[config.mk]
export PLATFORM = sky130hd
export DESIGN_NAME = mod_shiftrows_stream
export DESIGN_NICKNAME = d
export VERILOG_FILES = /design/src/rtl/aes_stream_pkg.sv /design/src/rtl/mod_row_rotator.sv /design/src/rtl/mod_shiftrows_stream.sv
export SDC_FILE = /design/constraint.sdc
export NUM_CORES = 1
export LEC_CHECK = 0
export BUFFER_PORTS_ARGS = -buffer_cell sky130_fd_sc_hd__buf_2
export CAP_MARGIN = 30
export CELL_PAD_IN_SITES_DETAIL_PLACEMENT = 1
export CELL_PAD_IN_SITES_GLOBAL_PLACEMENT = 1
export CORE_MARGIN = 10
export CORE_UTILIZATION = 43
export CTS_BUF_LIST = sky130_fd_sc_hd__clkbuf_8
export DETAILED_ROUTE_END_ITERATION = 16
export MAX_ROUTING_LAYER = met4
export PLACE_DENSITY_LB_ADDON = 0.3
export SYNTH_ARGS = -nofsm -noshare
export SYNTH_HDL_FRONTEND = slang
export SYNTH_HIERARCHICAL = 1
export SYNTH_SLANG_ARGS = --single-unit
[constraint.sdc]
create_clock -name clk -period 3.35 [get_ports clk]
set_input_delay 0.1675 -clock clk [delete_from_list [all_inputs] [get_ports clk]]
set_output_delay 0.1675 -clock clk [all_outputs]
set_load 0.01 [all_outputs]
[src/rtl/aes_stream_pkg.sv]
// Shared types and helpers for the AES256 row-serial stream stages
// (SubBytes, ShiftRows, MixColumns).
package aes_stream_pkg;

  typedef logic [7:0] byte_t;

  localparam logic SR_ENC = 1'b0;
  localparam logic SR_INV = 1'b1;

  localparam int unsigned NB_DEFAULT = 4;
  localparam int unsigned NR_DEFAULT = 4;

  // Byte rotation applied to a given row index.
  function automatic int unsigned rot_amount(int unsigned row, int unsigned step,
                                             int unsigned nb);
    return (row * step) % nb;
  endfunction

endpackage

[src/rtl/mod_row_rotator.sv]
// Combinational byte rotator: left (encrypt) or right (decrypt) by shift_i bytes.
// Also used by the key-schedule RotWord.
module mod_row_rotator #(
  parameter int unsigned NB = 4,
  localparam int unsigned SW = (NB > 1) ? $clog2(NB) : 1
) (
  input  logic [NB-1:0][7:0] data_i,
  input  logic [SW-1:0]      shift_i,
  input  logic               inv_i,
  output logic [NB-1:0][7:0] data_o
);

  int unsigned       sh;
  logic [SW-1:0]     src;

  always_comb begin
    data_o = '0;
    src    = '0;
    sh     = 32'(shift_i);
    for (int unsigned i = 0; i < NB; i++) begin
      src       = inv_i ? SW'((i + NB - sh) % NB) : SW'((i + sh) % NB);
      data_o[i] = data_i[src];
    end
  end

endmodule

[src/rtl/mod_shiftrows_stream.sv]
// Row-serial ShiftRows / InvShiftRows with a one-entry registered output stage,
// valid/ready handshake, last-row flag, done pulse and synchronous flush.
module mod_shiftrows_stream
  import aes_stream_pkg::*;
#(
  parameter int unsigned NB         = NB_DEFAULT,
  parameter int unsigned NR         = NR_DEFAULT,
  parameter int unsigned SHIFT_STEP = 1,
  localparam int unsigned RW        = (NR > 1) ? $clog2(NR) : 1
) (
  input  logic               clk,
  input  logic               resetn,
  input  logic               flush,
  input  logic               in_valid,
  output logic               in_ready,
  input  logic [NB-1:0][7:0] in_data,
  input  logic               in_inv,
  output logic               out_valid,
  input  logic               out_ready,
  output logic [NB-1:0][7:0] out_data,
  output logic [RW-1:0]      out_row,
  output logic               out_inv,
  output logic               out_last,
  output logic               done
);

  localparam int unsigned SW = (NB > 1) ? $clog2(NB) : 1;

  logic [RW-1:0]      row_q, row_d;
  logic               inv_q, inv_d;
  logic               out_valid_q, out_valid_d;
  logic [NB-1:0][7:0] out_data_q, out_data_d;
  logic [RW-1:0]      out_row_q, out_row_d;
  logic               out_inv_q, out_inv_d;
  logic               out_last_q, out_last_d;
  logic               done_q, done_d;

  logic               accept, handoff, cur_inv, row_is_last;
  logic [NB-1:0][7:0] rot_data;
  logic [SW-1:0]      k_tab [NR];

  for (genvar r = 0; r < NR; r++) begin : g_ktab
    assign k_tab[r] = SW'(rot_amount(r, SHIFT_STEP, NB));
  end

  // Row 0 uses the live mode bit; later rows use the one latched on row 0.
  assign cur_inv     = (row_q == '0) ? in_inv : inv_q;
  assign row_is_last = (row_q == RW'(NR - 1));

  mod_row_rotator #(
    .NB (NB)
  ) u_rot (
    .data_i  (in_data),
    .shift_i (k_tab[row_q]),
    .inv_i   (cur_inv),
    .data_o  (rot_data)
  );

  assign in_ready = resetn & (~out_valid_q | out_ready);
  assign accept   = in_valid & in_ready & ~flush;
  assign handoff  = out_valid_q & out_ready;

  always_comb begin
    row_d       = row_q;
    inv_d       = inv_q;
    out_valid_d = out_valid_q;
    out_data_d  = out_data_q;
    out_row_d   = out_row_q;
    out_inv_d   = out_inv_q;
    out_last_d  = out_last_q;
    done_d      = 1'b0;
    if (flush) begin
      row_d       = '0;
      out_valid_d = 1'b0;
    end else begin
      done_d = handoff & out_last_q;
      if (handoff) out_valid_d = 1'b0;
      if (accept) begin
        row_d       = row_is_last ? '0 : row_q + RW'(1);
        out_valid_d = 1'b1;
        out_data_d  = rot_data;
        out_row_d   = row_q;
        out_inv_d   = cur_inv;
        out_last_d  = row_is_last;
        if (row_q == '0) inv_d = in_inv;
      end
    end
  end

  always_ff @(posedge clk or negedge resetn) begin
    if (!resetn) begin
      row_q       <= '0;
      inv_q       <= SR_ENC;
      out_valid_q <= 1'b0;
      out_data_q  <= '0;
      out_row_q   <= '0;
      out_inv_q   <= SR_ENC;
      out_last_q  <= 1'b0;
      done_q      <= 1'b0;
    end else begin
      row_q       <= row_d;
      inv_q       <= inv_d;
      out_valid_q <= out_valid_d;
      out_data_q  <= out_data_d;
      out_row_q   <= out_row_d;
      out_inv_q   <= out_inv_d;
      out_last_q  <= out_last_d;
      done_q      <= done_d;
    end
  end

  assign out_valid = out_valid_q;
  assign out_data  = out_data_q;
  assign out_row   = out_row_q;
  assign out_inv   = out_inv_q;
  assign out_last  = out_last_q;
  assign done      = done_q;

endmodule

## Yosys cells after proc, flatten, opt, wreduce, memory -nomap -nowiden

Cells that the tools add are included.

| cells by class | value |
|---|---|
| $add $sub $neg | 8 |
| multipliers | 0 |
| divide/modulo/power cells | 0 |
| order comparisons | 5 |
| eq/ne operators | 1 |
| shift operators | 0 |
| multiplexer cells | 23 |
| bitwise logic cells | 9 |
| reduce and logical (&&, ||, !) cells | 4 |

Operator list:

| kind | count |
|---|---|
| 8-bit binary-select mux with 2-bit select | 4 |
| 8-bit 2-to-1 mux | 4 |
| 2-bit 2-to-1 mux | 9 |
| 2-bit by 3-bit < comparator with 1-bit output, second input constant | 4 |
| 1-bit AND | 5 |
| 1-bit 2-to-1 mux | 5 |
| 2-bit adder, first input constant | 2 |
| 2-bit binary-select mux with 2-bit select | 1 |
| 1-bit by 2-bit subtractor with 2-bit output, first input constant | 2 |
| 2-bit subtractor, first input constant | 2 |
| 3-bit >= comparator, second input constant | 1 |
| 2-bit NOT with 3-bit output | 1 |
| 3-bit nonzero test | 1 |
| 1-bit by 2-bit adder with 2-bit output, first input constant | 1 |
| 2-bit by 1-bit adder with 2-bit output, second input constant | 1 |
| 2-bit == test, second input constant | 1 |
| 2-bit logical NOT | 1 |
| 1-bit NOT | 2 |
| 2-bit AND reduction | 1 |
| 2-bit nonzero test | 1 |
| 1-bit bitwise OR | 1 |

| storage, ports and cells | value |
|---|---|
| register bits after elaboration | 40 |
| latch bits | 0 |
| RAM bits | 0 |
| bits in read-only memories | 0 |
| input bits | 38 |
| memories kept | 0 |

## Logic depth before layout (Yosys ltp)

Gate-level depths: netlist of the first run.

| logic depth | value |
|---|---|
| word-level depth | 8 |
| depth in mapped cells | 8 |

## Cells and area by module

The synthesis of the first run kept the hierarchy.

By module, submodules not included:

| module | instances | cells each | area an instance (sq um) | seq. area each (sq um) |
|---|---|---|---|---|
| mod_shiftrows_stream | 1 | 97 | 1579.0 | 1001.0 |
| mod_row_rotator | 1 | 182 | 1009.7 | 0.0 |

## Worst setup path after synthesis of the first run

No wires, ideal clock.

| timing path | value |
|---|---|
| kind | reg-to-reg |
| start point | register row_q[1] |
| end point | register out_data_q, in the netlist out_data[19] |
| setup time | 0.127 ns |
| arrival | 1.855 ns |
| setup slack | 1.368 ns |
| cell stages (with the launch flop) | 9 |
| buffers on the path | 1 |
| clock period less this slack | 1.982 ns |
| path through | dfrtp_1 > inv_1 > ha_1 > mux2_2 > xnor2_2 > clkbuf_1 > nand2_1 > a31oi_1 > mux2_1 |

RTL lines:

| element | RTL line | text |
|---|---|---|
| start: declaration | mod_shiftrows_stream.sv:29 | `logic [RW-1:0] row_q, row_d;` |
| start signal: assignment | mod_shiftrows_stream.sv:101 | `row_q <= row_d;` |
| end signal: assignment | mod_shiftrows_stream.sv:104 | `out_data_q <= out_data_d;` |
| end: declaration | mod_shiftrows_stream.sv:32 | `logic [NB-1:0][7:0] out_data_q, out_data_d;` |

==> results of run 1 <==
-- through the flow --
stage / power [mW] / hold slack, ns
detailed placement: 1.21 / 0.387
global placement: 1.19 / 0.385
global route: 1.63 / 0.0772
CTS: 1.55 / 0.0640
finish: 1.53 / 0.0413
floorplan: 0.969 / -0.128
-- flip-flops by register name, indices dropped and copies added, names as in the netlist --
register,flops
out_inv,1
out_row,2
out_data,32
out_valid,1
done,1
out_last,1
row_q,2
-- metal layers --
layer  vias up  part of all wire
met4         0             0.012
li1       1139                 -
met3        11             0.053
met5         -                 0
met1      1224              0.45
met2        65              0.48
-- power by group through the flow --
stage | sequential, mW | combinational [mW] | clock, mW
detailed placement | 0.661 | 0.550 | 0
CTS | 0.653 | 0.554 | 0.341
finish | 0.652 | 0.543 | 0.330
floorplan | 0.709 | 0.260 | 0
global placement | 0.655 | 0.536 | 0
global route | 0.668 | 0.600 | 0.357
-- critical path, delay by kind of cell, from the launching register on --
family,cells,cell delay [ns]
AND/OR/NAND/NOR,1,0.06
multiplexers,2,0.57
adder cells (fa/ha/maj),1,0.15
AO/OA/AOI/OAI,1,0.17
XOR/XNOR,1,0.56
flip-flops,1,0.41
buffers and inverters,2,0.30
-- cells by family after synthesis --
kind of cell	after synthesis	share of synthesized area
AND/OR/NAND/NOR	104	0.197
buffers and inverters	25	0.0532
flip-flops	40	0.387
adder cells (fa/ha/maj)	2	0.00966
AO/OA/AOI/OAI	69	0.180
XOR/XNOR	2	0.0126
multiplexers	37	0.161
-- path summary, 6_finish.rpt --
kind	endpoint	startpoint
worst max-delay path	out_data[29]	row_q[0]
worst min-delay path	out_data[4]	resetn
worst max register to register	out_data[29]	row_q[0]
worst min register to register	out_data[19]	out_data[19]
max in group asynchronous	row_q[1]	resetn
min in group clk	row_q[0]	flush
-- cell usage after synthesis, drive strengths merged (2+ instances only) --
master / number / area share
dfrtp: 40 / 0.39
o21ai: 2 / 0.0039
a31oi: 32 / 0.077
mux2: 37 / 0.16
clkbuf: 10 / 0.015
a211oi: 32 / 0.093
a21oi: 3 / 0.0058
nand2: 65 / 0.094
ha: 2 / 0.0097
buf: 13 / 0.036
nor2b: 33 / 0.083
inv: 2 / 0.0029
-- layout make-up --
type,instances,area (sq um),area share
Clock buffer,6,82.6,0.0267
Clock inverter,2,7.51,0.00243
Inverter,2,7.51,0.00243
Multi-Input combinational cell,214,1450,0.469
Sequential cell,40,1000,0.325
Tap cell,75,93.8,0.0304
Timing Repair Buffer,83,445,0.144
==> flow_metrics.tcl, run 1 <==
set metrics [dict create \
    status "complete, no violations" \
    die_w_um 97.6 \
    p_per_area_nw_per_um2 494 \
    async_reset_ff_frac 1.00 \
    critPathMaxStageDelay_ns 0.56 \
    grt_util_met1 0.190 \
    period_needed_ns 2.30 \
    drc 0 \
    synth_fp_nets 319 \
    routed_via_density 5.78 \
    finalCritPeriodShare 0.686 \
    nets 386 \
    startpoint_type "register" \
    placed_cell_area_sq_um 3000 \
    top_usage_layer "met2" \
    worst_hold_path_type "primary input to asynchronous set/reset pin" \
    leakage_nw 1.38 \
    ir_drop_mv 0.226 \
    path_cells "inv_1, ha_1, mux2_2, xnor2_2, buf_12, nand2_1, a31oi_1, mux2_2" \
    dieArea_sq_um 9520 \
    crit_arrival_ns 2.53 \
    maxCapViolCount 0 \
    skew_ns 0.00694 \
    postCtsHoldBufs 0 \
    fmax_ghz 0.435 \
    synth_seq_cells 40 \
    grt_pass1_wl_um 12600 \
    grt_pass1_vias 2558 \
    finalSetupViolations 0 \
    synth_warnings 6 \
    seqPwrFrac 0.428 \
    final_cell_mix "buf_2, nand2_1, dfrtp_1" \
    rows 28 \
    critPathMaxFanout 20 \
    rsz0062_at_grt "false" \
    synth_cell_types 24 \
    clockBufferDepth 2 \
    ant_nets 0 \
    internal_power_mw 1.00 \
    grt_use_met2 0.257 \
    dp_hpwl_um 5380 \
    hold_violations 0 \
    finalNonFillerCells 422 \
    p_switching_uw 521 \
    cts.sinks 40 \
    maxSlewHeadroom 0.533 \
    fin_util 0.525 \
    met3_usage 0.0455 \
    io_pins 77 \
    yosysSeqAreaShare 0.387 \
    grt_antenna_before_repair 0 \
    place_inst 414 \
    cts_tree "done" \
    area_growth_pct 19.4 \
    crit_type "register to register" \
    grt_max_degree 70 \
    required_ns 3.58 \
    cts_inserted_buffers 5 \
    yosys_most_used_dff "dfrtp_1" \
    worstSetupEndpointType "register" \
    grt_overflow 0 \
    finalInstanceArea_sq_um 3090 \
    clk_pin_slew_ns 0.07 \
    clkLatencyLatePin_ns 0.29 \
    postCtsSetupRepairBufs 0 \
    fin_ws_ns 1.05 \
    diodes 0 \
    drive_gt1_frac 0.375 \
    place_ws_ns 1.09 \
    cts_max_level 2 \
    synthCells 279 \
    clockRootBuffer "clkbuf_8" \
    critPathMostFrequentCell "mux2_2" \
    vias 2439 \
    final_common_cell "buf_2" \
    r2r.worst_path.cells 8 \
    routedWlPerCell_um 18.4 \
    pwr-share-comb 0.356 \
    avgSynthCellArea_sq_um 9.28 \
    crit_slowest_cell "xnor2_2" \
    synthesis.area_sq_um 2590 \
    grt_util_all_layers 0.159 \
    power_frac_clock 0.216 \
    dieHeight_um 97.6 \
    port_buffers 76 \
    p_sw_frac 0.342 \
    tightest_slew_ns 0.698 \
    reg2reg_slack_ns 1.05 \
    wirelength_um 7770 \
    dr.pass1.iters 4 \
    tns_ns 0 \
    synth-edff-count 0 \
    drt_iter0_drc 90 \
    slew_viol_final 0 \
    start_util 0.440 \
    cts_resized 0 \
    coreArea_sq_um 5890 \
    gp_congestion 0.769 \
    fill_cells 722 \
]
Note: power is estimated with default switching activity, not from simulation.
==> inputs of run 2 (changes only) <==
CORE_UTILIZATION = 36   (was 43)
clock period = 2 ns   (was 3.35 ns; I/O delays follow)
==> run 2 against run 1 <==
  * Clock-buffer cell count is 1 lower
  * First-iteration DRC count up 20%
  * Core utilization fell by 1.5 points
  * Critical endpoint is now out_data[18]
==> flow_metrics.tcl, run 2 (synthesis gave the netlist of run 1 again) <==
set metrics [dict create \
    status "complete, no violations" \
    p_per_area_nw_per_um2 819 \
    path_cells "inv_2, ha_4, mux2_4, xnor2_4, clkbuf_16, nand2_2, a31oi_1, mux2_4" \
    clk_pin_slew_ns 0.09 \
    io_pins 77 \
    critPathMaxFanout 8 \
    grt_util_all_layers 0.144 \
    port_buffers 76 \
    skew_ns 0.0103 \
    rows 30 \
    crit_arrival_ns 2.24 \
    diodes 0 \
    finalSetupViolations 0 \
    grt_max_degree 47 \
    timing.rr.end "out_data[18]" \
    min_from "flush" \
    min_path_cells 2 \
    drive_gt1_frac 0.480 \
    dp_hpwl_um 5700 \
    routedWlPerCell_um 18.7 \
    r2r.worst_path.cells 8 \
    r2r_start "row_q[0]" \
    rsz0062_at_grt "true" \
    crit_buf_inv 2 \
    critPathMostFrequentCell "mux2_4" \
    nets 393 \
    period_needed_ns 2.00 \
    finalCritPeriodShare 1.00 \
    clkLatencyLatePin_ns 0.30 \
    grt_pass1_wl_um 12800 \
    hold_violations 0 \
    dr.pass1.iters 4 \
    grt_overflow 0 \
    drt_iter0_drc 108 \
    cts.sinks 40 \
    grt_pass1_vias 2465 \
    final_common_cell "buf_2" \
    largest_reg_flops 32 \
    drc 0 \
    maxSlewHeadroom 0.694 \
    area_growth_pct 36.2 \
    critPathMaxStageDelay_ns 0.42 \
    vias 2415 \
    worstSetupEndpointType "register" \
    ant_nets 0 \
    clockBufferDepth 2 \
    final_cell_mix "buf_2, nand2_1, dfrtp_1" \
    die_w_um 105 \
    fin_ws_ns 0.000805 \
    start_util 0.375 \
    slew_viol_final 0 \
    leakage_nw 1.55 \
    coreArea_sq_um 6910 \
    grt_antenna_before_repair 0 \
    worst_hold_path_type "primary input to register" \
    place_inst 438 \
    wirelength_um 8400 \
    whs_endpoint "row_q[0]" \
    hold_ws_ns 0.0252 \
    reg2reg_slack_ns 0.0008 \
    crit_slowest_cell "dfrtp_2" \
    ir_drop_mv 0.422 \
    required_ns 2.24 \
    dieHeight_um 105 \
    routed_via_density 5.37 \
    cts_max_level 2 \
    cts_inserted_buffers 5 \
    clockRootBuffer "clkbuf_8" \
    crit_type "register to register" \
    cts_tree "done" \
    tightest_slew_ns 0.459 \
    maxCapViolCount 0 \
    startpoint_type "register" \
    dieArea_sq_um 11000 \
    place_ws_ns 0.0474 \
    fmax_ghz 0.500 \
    p_total_mw 2.89 \
    gp_congestion 0.804 \
    finalNonFillerCells 450 \
    path_delay_family "multiplexers" \
]
[run 2: cell count changes in the layout (fill, tap and decap cells not counted), sizes merged]
| cell | before | now |
|---|---|---|
| buf | 83 | 87 |
| inv | 4 | 2 |
| bufinv | 0 | 1 |
| clkbuf | 6 | 7 |
| clkinv | 0 | 1 |
| clkinvlp | 0 | 1 |
| dlygate4sd3 | 0 | 1 |
[run 2: report_power, final]
part / leakage (nW) / switching [mW] / internal [mW] / total, mW
logic: 1.02 / 0.573 / 0.549 / 1.12
clock network: 0.0541 / 0.304 / 0.370 / 0.673
registers: 0.481 / 0.0977 / 0.993 / 1.09
[run 2: routing by layer]
layer | global-route usage | part of all wire | vias to the layer above
met5 | - | 0 | -
met4 | 0.0343 | 0.010 | 0
met3 | 0.0473 | 0.057 | 6
met2 | 0.216 | 0.46 | 58
met1 | 0.183 | 0.48 | 1204
li1 | - | - | 1147
[run 2: worst max-delay path by stage]
stage,start,to,cells past startpoint
after floorplan,row_q[1],out_data[19],8
after global placement,row_q[0],out_data[24],8
after detailed placement,row_q[0],out_data[16],8
after CTS,row_q[0],out_data[19],8
after global routing,row_q[0],out_data[18],8
final,row_q[0],out_data[18],8
[run 2: final cells by class]
type	count	area [sq um]
clock buffer	5	68.8
inverter	2	7.51
fill	817	3380
tap	96	120
multi-input combinational	214	1730
timing repair buffer	90	556
sequential	40	1000
clock inverter	3	42.5
[run 2: through the flow]
stage               utilization  area, sq um  setup TNS [ns]
floorplan                     -         2590               0
finish                    0.510         3520               0
global placement          0.443         3060               0
CTS                       0.461         3180               0
detailed placement        0.443         3060               0
global route              0.510         3520           -1.25
[run 2: what timing repair did]
action | CTS | global route
setup buffers | 0 | 0
hold buffers | 1 | 0
endpoints found under the hold margin | 18 | 0
resized for setup | 0 | 64
endpoints found under the setup margin | 0 | 29
